File: config.mk
export PLATFORM = sky130hd
export DESIGN_NAME = reg_write_arbiter
export DESIGN_NICKNAME = d
export VERILOG_FILES = /design/src/rtl/reg_arb_pkg.sv /design/src/rtl/rr_picker.sv /design/src/rtl/reg_write_arbiter.sv
export SDC_FILE = /design/constraint.sdc
export NUM_CORES = 1
export LEC_CHECK = 0
export ABC_CLOCK_PERIOD_IN_PS = 1650
export BUFFER_PORTS_ARGS = -buffer_cell sky130_fd_sc_hd__buf_2
export CAP_MARGIN = 0
export CELL_PAD_IN_SITES_DETAIL_PLACEMENT = 0
export CELL_PAD_IN_SITES_GLOBAL_PLACEMENT = 1
export CORE_MARGIN = 3
export CORE_UTILIZATION = 29
export DETAILED_ROUTE_END_ITERATION = 6
export PLACE_DENSITY = 0.7
export SYNTH_ARGS = -nofsm -noshare
export SYNTH_HDL_FRONTEND = slang
export SYNTH_SLANG_ARGS = --single-unit
File: constraint.sdc
create_clock -name clk -period 1.65 [get_ports clk]
set_clock_uncertainty 0.2 [all_clocks]
set_input_delay 0.0825 -clock clk [delete_from_list [all_inputs] [get_ports clk]]
set_output_delay 0.0825 -clock clk [all_outputs]
set_load 0.05 [all_outputs]
File: src/rtl/reg_arb_pkg.sv
// Shared definitions for the register write arbiter.
//   arb_state_t : arbiter FSM states (IDLE, GRANT)
//   idx_w(n)    : index width for n requesters, never less than 1 bit
package reg_arb_pkg;

    typedef enum logic {
        IDLE  = 1'b0,
        GRANT = 1'b1
    } arb_state_t;

    function automatic int idx_w(input int n);
        return ($clog2(n) > 1) ? $clog2(n) : 1;
    endfunction

endpackage

File: src/rtl/rr_picker.sv
// Combinational rotate-priority picker.
// Finds the first asserted request searching ptr, ptr+1, ... wrapping at NREQ.
// Ports:
//   req  in  NREQ  request vector
//   ptr  in  IW    index with highest priority (must be < NREQ)
//   any  out 1     at least one request asserted
//   idx  out IW    index of the winning request (0 when any==0)
module rr_picker
    import reg_arb_pkg::*;
#(
    parameter int NREQ = 4,
    parameter int IW   = idx_w(NREQ)
) (
    input  logic [NREQ-1:0] req,
    input  logic [IW-1:0]   ptr,
    output logic            any,
    output logic [IW-1:0]   idx
);

    // Walk from the farthest candidate back to ptr so the closest hit is
    // the last assignment. The wrap is an explicit compare-and-subtract so
    // non-power-of-2 NREQ never yields an index >= NREQ.
    always_comb begin
        logic [IW:0] cand;
        any  = 1'b0;
        idx  = '0;
        cand = '0;
        for (int k = NREQ - 1; k >= 0; k--) begin
            cand = {1'b0, ptr} + (IW+1)'(k);
            if (cand >= (IW+1)'(NREQ)) begin
                cand = cand - (IW+1)'(NREQ);
            end
            if (req[cand[IW-1:0]]) begin
                any = 1'b1;
                idx = cand[IW-1:0];
            end
        end
    end

endmodule

File: src/rtl/reg_write_arbiter.sv
// Round-robin arbiter sharing one WIDTH-bit register among NREQ writers.
// Handshake: a requester holds req_valid with its data; the write completes
// in the cycle where req_valid and req_ready are both high. req_ready is a
// registered one-hot grant, so request-to-write latency is a fixed 2 cycles.
// A granted requester that drops valid aborts its slot; the pointer still
// advances past it.
// Ports:
//   clk, reset (synchronous, active-low)
//   req_valid  in  NREQ        per-requester write request
//   req_data   in  NREQ*WIDTH  requester i data in [i*WIDTH +: WIDTH]
//   req_ready  out NREQ        registered one-hot grant
//   q          out WIDTH       shared register
//   q_valid    out 1           pulse the cycle after q is written
//   q_src      out clog2(NREQ) index of last writer
//   busy       out 1           FSM is in GRANT
// Optional feature (macro REG_WRITE_ARBITER_PARITY_EN):
//   q_par   out 1  parity of q, registered with q
//   par_err out 1  high whenever ^q disagrees with q_par
module reg_write_arbiter
    import reg_arb_pkg::*;
#(
    parameter int NREQ  = 4,
    parameter int WIDTH = 8
) (
    input  logic                     clk,
    input  logic                     reset,
    input  logic [NREQ-1:0]          req_valid,
    input  logic [NREQ*WIDTH-1:0]    req_data,
    output logic [NREQ-1:0]          req_ready,
    output logic [WIDTH-1:0]         q,
    output logic                     q_valid,
    output logic [$clog2(NREQ)-1:0]  q_src,
`ifdef REG_WRITE_ARBITER_PARITY_EN
    output logic                     q_par,
    output logic                     par_err,
`endif
    output logic                     busy
);

    localparam int IW = idx_w(NREQ);

    arb_state_t       state_q, state_d;
    logic [NREQ-1:0]  gnt_q, gnt_d;
    logic [IW-1:0]    gidx_q, gidx_d;
    logic [IW-1:0]    rr_ptr_q, rr_ptr_d;
    logic [WIDTH-1:0] q_q, q_d;
    logic [IW-1:0]    q_src_q, q_src_d;
    logic             q_valid_q, q_valid_d;

    logic             pick_any;
    logic [IW-1:0]    pick_idx;
    logic             sel_valid;
    logic [WIDTH-1:0] sel_data;
    logic [IW-1:0]    ptr_after_g;

    rr_picker #(.NREQ(NREQ), .IW(IW)) u_picker (
        .req (req_valid),
        .ptr (rr_ptr_q),
        .any (pick_any),
        .idx (pick_idx)
    );

    // Data and valid of the granted requester, muxed by the one-hot grant.
    always_comb begin
        sel_data  = '0;
        sel_valid = |(req_valid & gnt_q);
        for (int i = 0; i < NREQ; i++) begin
            if (gnt_q[i]) begin
                sel_data = req_data[i*WIDTH +: WIDTH];
            end
        end
    end

    // Pointer moves one past the granted index, wrapping NREQ-1 -> 0.
    always_comb begin
        logic [IW:0] inc;
        inc = {1'b0, gidx_q} + (IW+1)'(1);
        if (inc >= (IW+1)'(NREQ)) begin
            inc = '0;
        end
        ptr_after_g = inc[IW-1:0];
    end

    always_comb begin
        state_d   = state_q;
        gnt_d     = gnt_q;
        gidx_d    = gidx_q;
        rr_ptr_d  = rr_ptr_q;
        q_d       = q_q;
        q_src_d   = q_src_q;
        q_valid_d = 1'b0;
        case (state_q)
            IDLE: begin
                gnt_d = '0;
                if (pick_any) begin
                    gidx_d = pick_idx;
                    for (int i = 0; i < NREQ; i++) begin
                        gnt_d[i] = (pick_idx == IW'(i));
                    end
                    state_d = GRANT;
                end
            end
            GRANT: begin
                // Write on completed handshake; abort if the requester withdrew.
                gnt_d    = '0;
                rr_ptr_d = ptr_after_g;
                state_d  = IDLE;
                if (sel_valid) begin
                    q_d       = sel_data;
                    q_src_d   = gidx_q;
                    q_valid_d = 1'b1;
                end
            end
            default: begin
                gnt_d   = '0;
                state_d = IDLE;
            end
        endcase
    end

    always_ff @(posedge clk) begin
        if (!reset) begin
            state_q   <= IDLE;
            gnt_q     <= '0;
            gidx_q    <= '0;
            rr_ptr_q  <= '0;
            q_q       <= '0;
            q_src_q   <= '0;
            q_valid_q <= 1'b0;
        end else begin
            state_q   <= state_d;
            gnt_q     <= gnt_d;
            gidx_q    <= gidx_d;
            rr_ptr_q  <= rr_ptr_d;
            q_q       <= q_d;
            q_src_q   <= q_src_d;
            q_valid_q <= q_valid_d;
        end
    end

    assign req_ready = gnt_q;
    assign q         = q_q;
    assign q_valid   = q_valid_q;
    assign q_src     = q_src_q;
    assign busy      = (state_q == GRANT);

`ifdef REG_WRITE_ARBITER_PARITY_EN
    logic q_par_q, q_par_d;

    assign q_par_d = ^q_d;

    always_ff @(posedge clk) begin
        if (!reset) begin
            q_par_q <= 1'b0;
        end else begin
            q_par_q <= q_par_d;
        end
    end

    assign q_par   = q_par_q;
    assign par_err = (^q_q) != q_par_q;
`endif

endmodule

Word level (Yosys, flattened, before mapping):

Cells that the tools add are included.

* output and inout bits: 16
* logic and storage cells: 64
* input port bits: 38
* register bits after elaboration: 20

* reduce and logical (&&, ||, !) cells: 5
* order comparisons: 9
* add/sub/neg operators: 8
* muxes and demuxes: 30
* equality and inequality tests: 3
* bitwise gates (word level): 2

Operators with widths (count)
* $mux W8: 4
* $mux W2: 9
* $ge A3 B3 Y1 const B: 4
* $lt A2 B3 Y1 const B: 4
* $mux W1: 10
* $bmux W1 S2: 4
* $pmux W4 S2: 1
* $sub A2 B1 Y2 const B: 4
* $add A2 B1 Y3 const B: 2
* $add A2 B2 Y3 const B: 2
* $reduce_and A2 Y1: 3
* $and A4 B4 Y4: 1
* $eq A2 B2 Y1 const B: 2
* $mux W4: 1
* $reduce_or A4 Y1: 1
* $ge A2 B3 Y1 const B: 1
* $eq A2 B1 Y1 const B: 1
* $logic_not A2 Y1: 1
* $pmux W1 S2: 1
* $not A1 Y1: 1

Logic depth before layout (Yosys ltp):

* depth in word-level cells: 12
* depth in mapped cells: 6
* mapped depth without buffers: 4

Modules after synthesis:

Synthesis repeated with hierarchy kept, for this count alone.

* cells, all modules: 120
* area, all modules: 1027.2 um2

Modules (own cells, without submodules)
* reg_write_arbiter: instances 1, area each 949.7 um2, seq. area each 400.4 um2, cells each 107
* rr_picker: instances 1, area each 77.6 um2, seq. area each 0.0 um2, cells each 13

Worst setup path after synthesis:

No wires, ideal clock.

* kind: reg-to-reg
* start: reg gnt_q[2] (netlist: req_ready[2])
* end: reg q_q[6] (netlist: q[6])
* cell stages (with the launch flop): 6
* clock period less this slack: 1911 ps
* setup slack: -261 ps
* arrival time: 1650 ps
* path buffers: 2
* cell sequence: dfxtp_1 > buf_2 > clkbuf_1 > a21oi_1 > a221oi_1 > o221a_1

* longest elaborated chain between the ends: 3
* elaborated cells between the ends (all ways): 5
* classes of those cells: mux (2); bitwise (1); reduce/logical (2)

Ends and longest elaborated chain
* from (decl): RTL line reg_write_arbiter.sv:43 `logic [NREQ-1:0] gnt_q, gnt_d;`
* from (signal assigned): RTL line reg_write_arbiter.sv:132 `gnt_q <= gnt_d;`
* $and A4 B4 Y4: RTL line reg_write_arbiter.sv:66 `sel_valid = |(req_valid & gnt_q);`
* $reduce_or A4 Y1: RTL line reg_write_arbiter.sv:66
* $reduce_and A2 Y1 (no source line)
* to (signal assigned): RTL line reg_write_arbiter.sv:135 `q_q <= q_d;`
* to (decl): RTL line reg_write_arbiter.sv:46 `logic [WIDTH-1:0] q_q, q_d;`

Several ways; a longest one is shown, not always the timed one.
A chain may end at the register's enable or synchronous reset.

Final worst setup path:

* start: reg gnt_q[2] (netlist: req_ready[2])
* end: reg q_q[0] (netlist: q[0])

Same word-level chain as after synthesis.

==> results.sh <==
export IMPL_status="complete, no violations"
export IMPL_timing_rr_start="req_ready[2]"
export IMPL_comb_power_share=0.261
export IMPL_initial_core_util=0.306
export IMPL_numClockSinks=20
export IMPL_drt_iter0_drc=95
export IMPL_synth_warnings=0
export IMPL_vdd_drop_max_mv=0.525
export IMPL_p_per_area_nw_per_um2=774
export IMPL_whs_endpoint="q[1]"
export IMPL_leakage_nw=0.655
export IMPL_synthCells=129
export IMPL_syn2layout_area_growth_pct=31.9
export IMPL_synth_cell_types=32
export IMPL_yosys_area_top_type_share=0.350
export IMPL_fp_dieH_microns=68.8
export IMPL_cts_buffers=3
export IMPL_rows=22
export IMPL_syn_num_nets=168
export IMPL_core_area_sq_um=3740
export IMPL_syn_area_sq_um=1140
export IMPL_yosysSeqAreaShare=0.350
export IMPL_maxCapViolations=0
export IMPL_worstHoldPathType="input pin to flop"
export IMPL_critPathLaunchType="flop"
export IMPL_layout_common_cells="buf_2, dfxtp_1, nand2_1, inv_1, o211ai_1"
export IMPL_place_congestion=0.797
export IMPL_cp_cell_sequence="a22o_1 > o21a_1 > o221a_2"
export IMPL_fin_crit_ps=1570
export IMPL_slew_headroom=0.715
export IMPL_p_int_uw=801
export IMPL_min_from="reset"
export IMPL_critPathRequiredTime_ps=1590
export IMPL_pwr_share_seq=0.467
export IMPL_layout_drive_gt1_share=0.389
export IMPL_min_path_cells=2
export IMPL_worstPathArrival_ps=1520
export IMPL_yosysTopAreaCell="dfxtp_1"
export IMPL_clockRootBuffer="clkbuf_8"
export IMPL_timing_rr_end="q[0]"
export IMPL_slowest_stage="dfxtp_4"
export IMPL_drc=0
export IMPL_slew_viol_final=0
export IMPL_timing_fmax_mhz=636
export IMPL_cp_end_kind="flop"
export IMPL_layout_nets=220
export IMPL_wl_per_cell_microns=14.1
export IMPL_hpwlAfterDp_microns=2510
export IMPL_hold_viol=0
export IMPL_insertion_delay_ps=250
export IMPL_clockBufferDepth=2
export IMPL_grt_pass1_wl_microns=4740
export IMPL_cts_htree_levels=1
export IMPL_dr_pass1_iters=4
export IMPL_worst_hold_slack_ps=16.4
export IMPL_post_cts_buffers=0
export IMPL_antenna_found_initial=0
export IMPL_final_common_cell="buf_2"
export IMPL_worstSetupPathType="flop to flop"
export IMPL_p_switching_uw=367
export IMPL_reg2reg_depth=3
export IMPL_rsz0062_at_grt="false"
export IMPL_ant_nets=0
export IMPL_vias=1183
export IMPL_reg2reg_slack_ps=80
export IMPL_dieArea_sq_um=4740
export IMPL_power_frac_clock=0.272
export IMPL_yosys_register_bits=20
export IMPL_die_w_microns=68.8
export IMPL_tightest_slew_ps=428
export IMPL_grt_max_degree=19
export IMPL_crit_path_max_incr_delay_ps=400
export IMPL_setup_viol=0
export IMPL_cts_tree="yes"
export IMPL_portBuffers=53
export IMPL_grt_pass1_vias=1059
export IMPL_ios=54
export IMPL_period_share=0.953
export IMPL_grt_use_total=0.133
export IMPL_routed_wl_microns=3220
export IMPL_utilization=0.403
export IMPL_n_antenna_cell=0
export IMPL_postSynthAreaPerCell_sq_um=8.87
export IMPL_clkTransAtPathRegs_ps=70
export IMPL_worstPathMaxFanout=18
export IMPL_synth_area_leaders="dfxtp_1, a221oi_1, o221a_1, o211ai_1, nand3b_1"
export IMPL_viasPerCell=5.19
export IMPL_grt_overflow=0
export IMPL_switching_share=0.314
final cells by class:
cell class              instances  area, sq um
flip-flops and latches         20          414
clock buffers                   3         41.3
clock inverters                 1         3.75
repair buffers                 59          313
well taps                      48         60.1
inverters                      10         37.5
multi-input cells              87          641
fillers                       410         2230
per-layer routing:
metal  up-vias  GRT usage  share of wire
met1       550      0.152           0.42
li1        594          -              -
met2        39      0.248           0.50
met4         0     0.0146              0
met3         0     0.0405          0.084
met5         -          0              0
cell usage after synthesis:
library cell,count
o32ai_1,1
and2_1,1
o21ai_0,1
buf_6,3
inv_1,10
o21ba_2,1
or4_1,1
o211ai_1,9
a21boi_0,1
buf_2,4
dfxtp_1,20
nor4_1,2
a211oi_1,1
nor2b_1,5
nand2_1,14
or3b_2,1
a221oi_1,9
and4_1,1
a22o_1,2
clkbuf_1,5
a21oi_1,8
ha_1,1
a221o_1,1
o221ai_1,1
o21a_1,1
nor2_1,2
o21bai_1,1
o221a_1,7
nand3b_1,8
o211a_1,1
o221a_2,1
mux2i_1,5
logic make-up (layout without fill, tap and decap cells):
family | Yosys count | count (layout) | share of synthesized area
AOI/OAI and AO/OA | 46 | 46 | 0.329
and+or+nand+nor | 35 | 35 | 0.171
DFF | 20 | 20 | 0.350
buffers and inverters | 22 | 73 | 0.0962
muxes | 5 | 5 | 0.0437
adders and majority gates | 1 | 1 | 0.0109
how the worst max path moves through the flow:
stage,start,end,slack (ps),cells past startpoint
final,req_ready[2],q[0],80,3
after global routing,req_ready[2],q[0],10,3
after CTS,req_ready[2],q[0],70,3
after detailed placement,req_ready[2],q[0],100,3
after global placement,req_ready[2],q[0],130,3
after floorplan,req_ready[0],q[7],-70,6
power by group through the flow:
stage / combinational [mW] / sequential, mW / clock, mW
finish: 0.305 / 0.545 / 0.318
global route: 0.331 / 0.550 / 0.350
CTS: 0.303 / 0.546 / 0.324
detailed placement: 0.301 / 0.557 / 0
global placement: 0.297 / 0.554 / 0
floorplan: 0.151 / 0.608 / 0
worst max-delay path, delay by kind of cell, from the launching register on:
kind	cells	cell delay [ps]
AO/OA/AOI/OAI	3	860
flip-flops	1	400
sequential cells by signal (all words and copies together) (netlist names):
register and cells:
q_src 2, q 8, rr_ptr_q 2, req_ready 4, busy 1, q_valid 1, gidx_q 2
per-stage QoR:
step	std cells	total power [mW]	instance area, sq um	TNS, ps	setup WS [ps]
6_report	228	1.17	1510	0	76.8
5_1_grt	228	1.23	1510	0	14.3
4_1_cts	228	1.17	1500	0	74.1
3_5_place_dp	223	0.858	1450	0	105
3_3_place_gp	223	0.851	1450	0	133
2_1_floorplan	129	0.759	1160	-466	-66.5
repair_timing:
item / in CTS / in global routing
hold endpoints to repair: 1 / 0
endpoints found under the setup margin: 0 / 1
hold buffers: 1 / 0
gates resized for setup: 0 / 1
No activity file was read; power rests on OpenSTA's default activity.
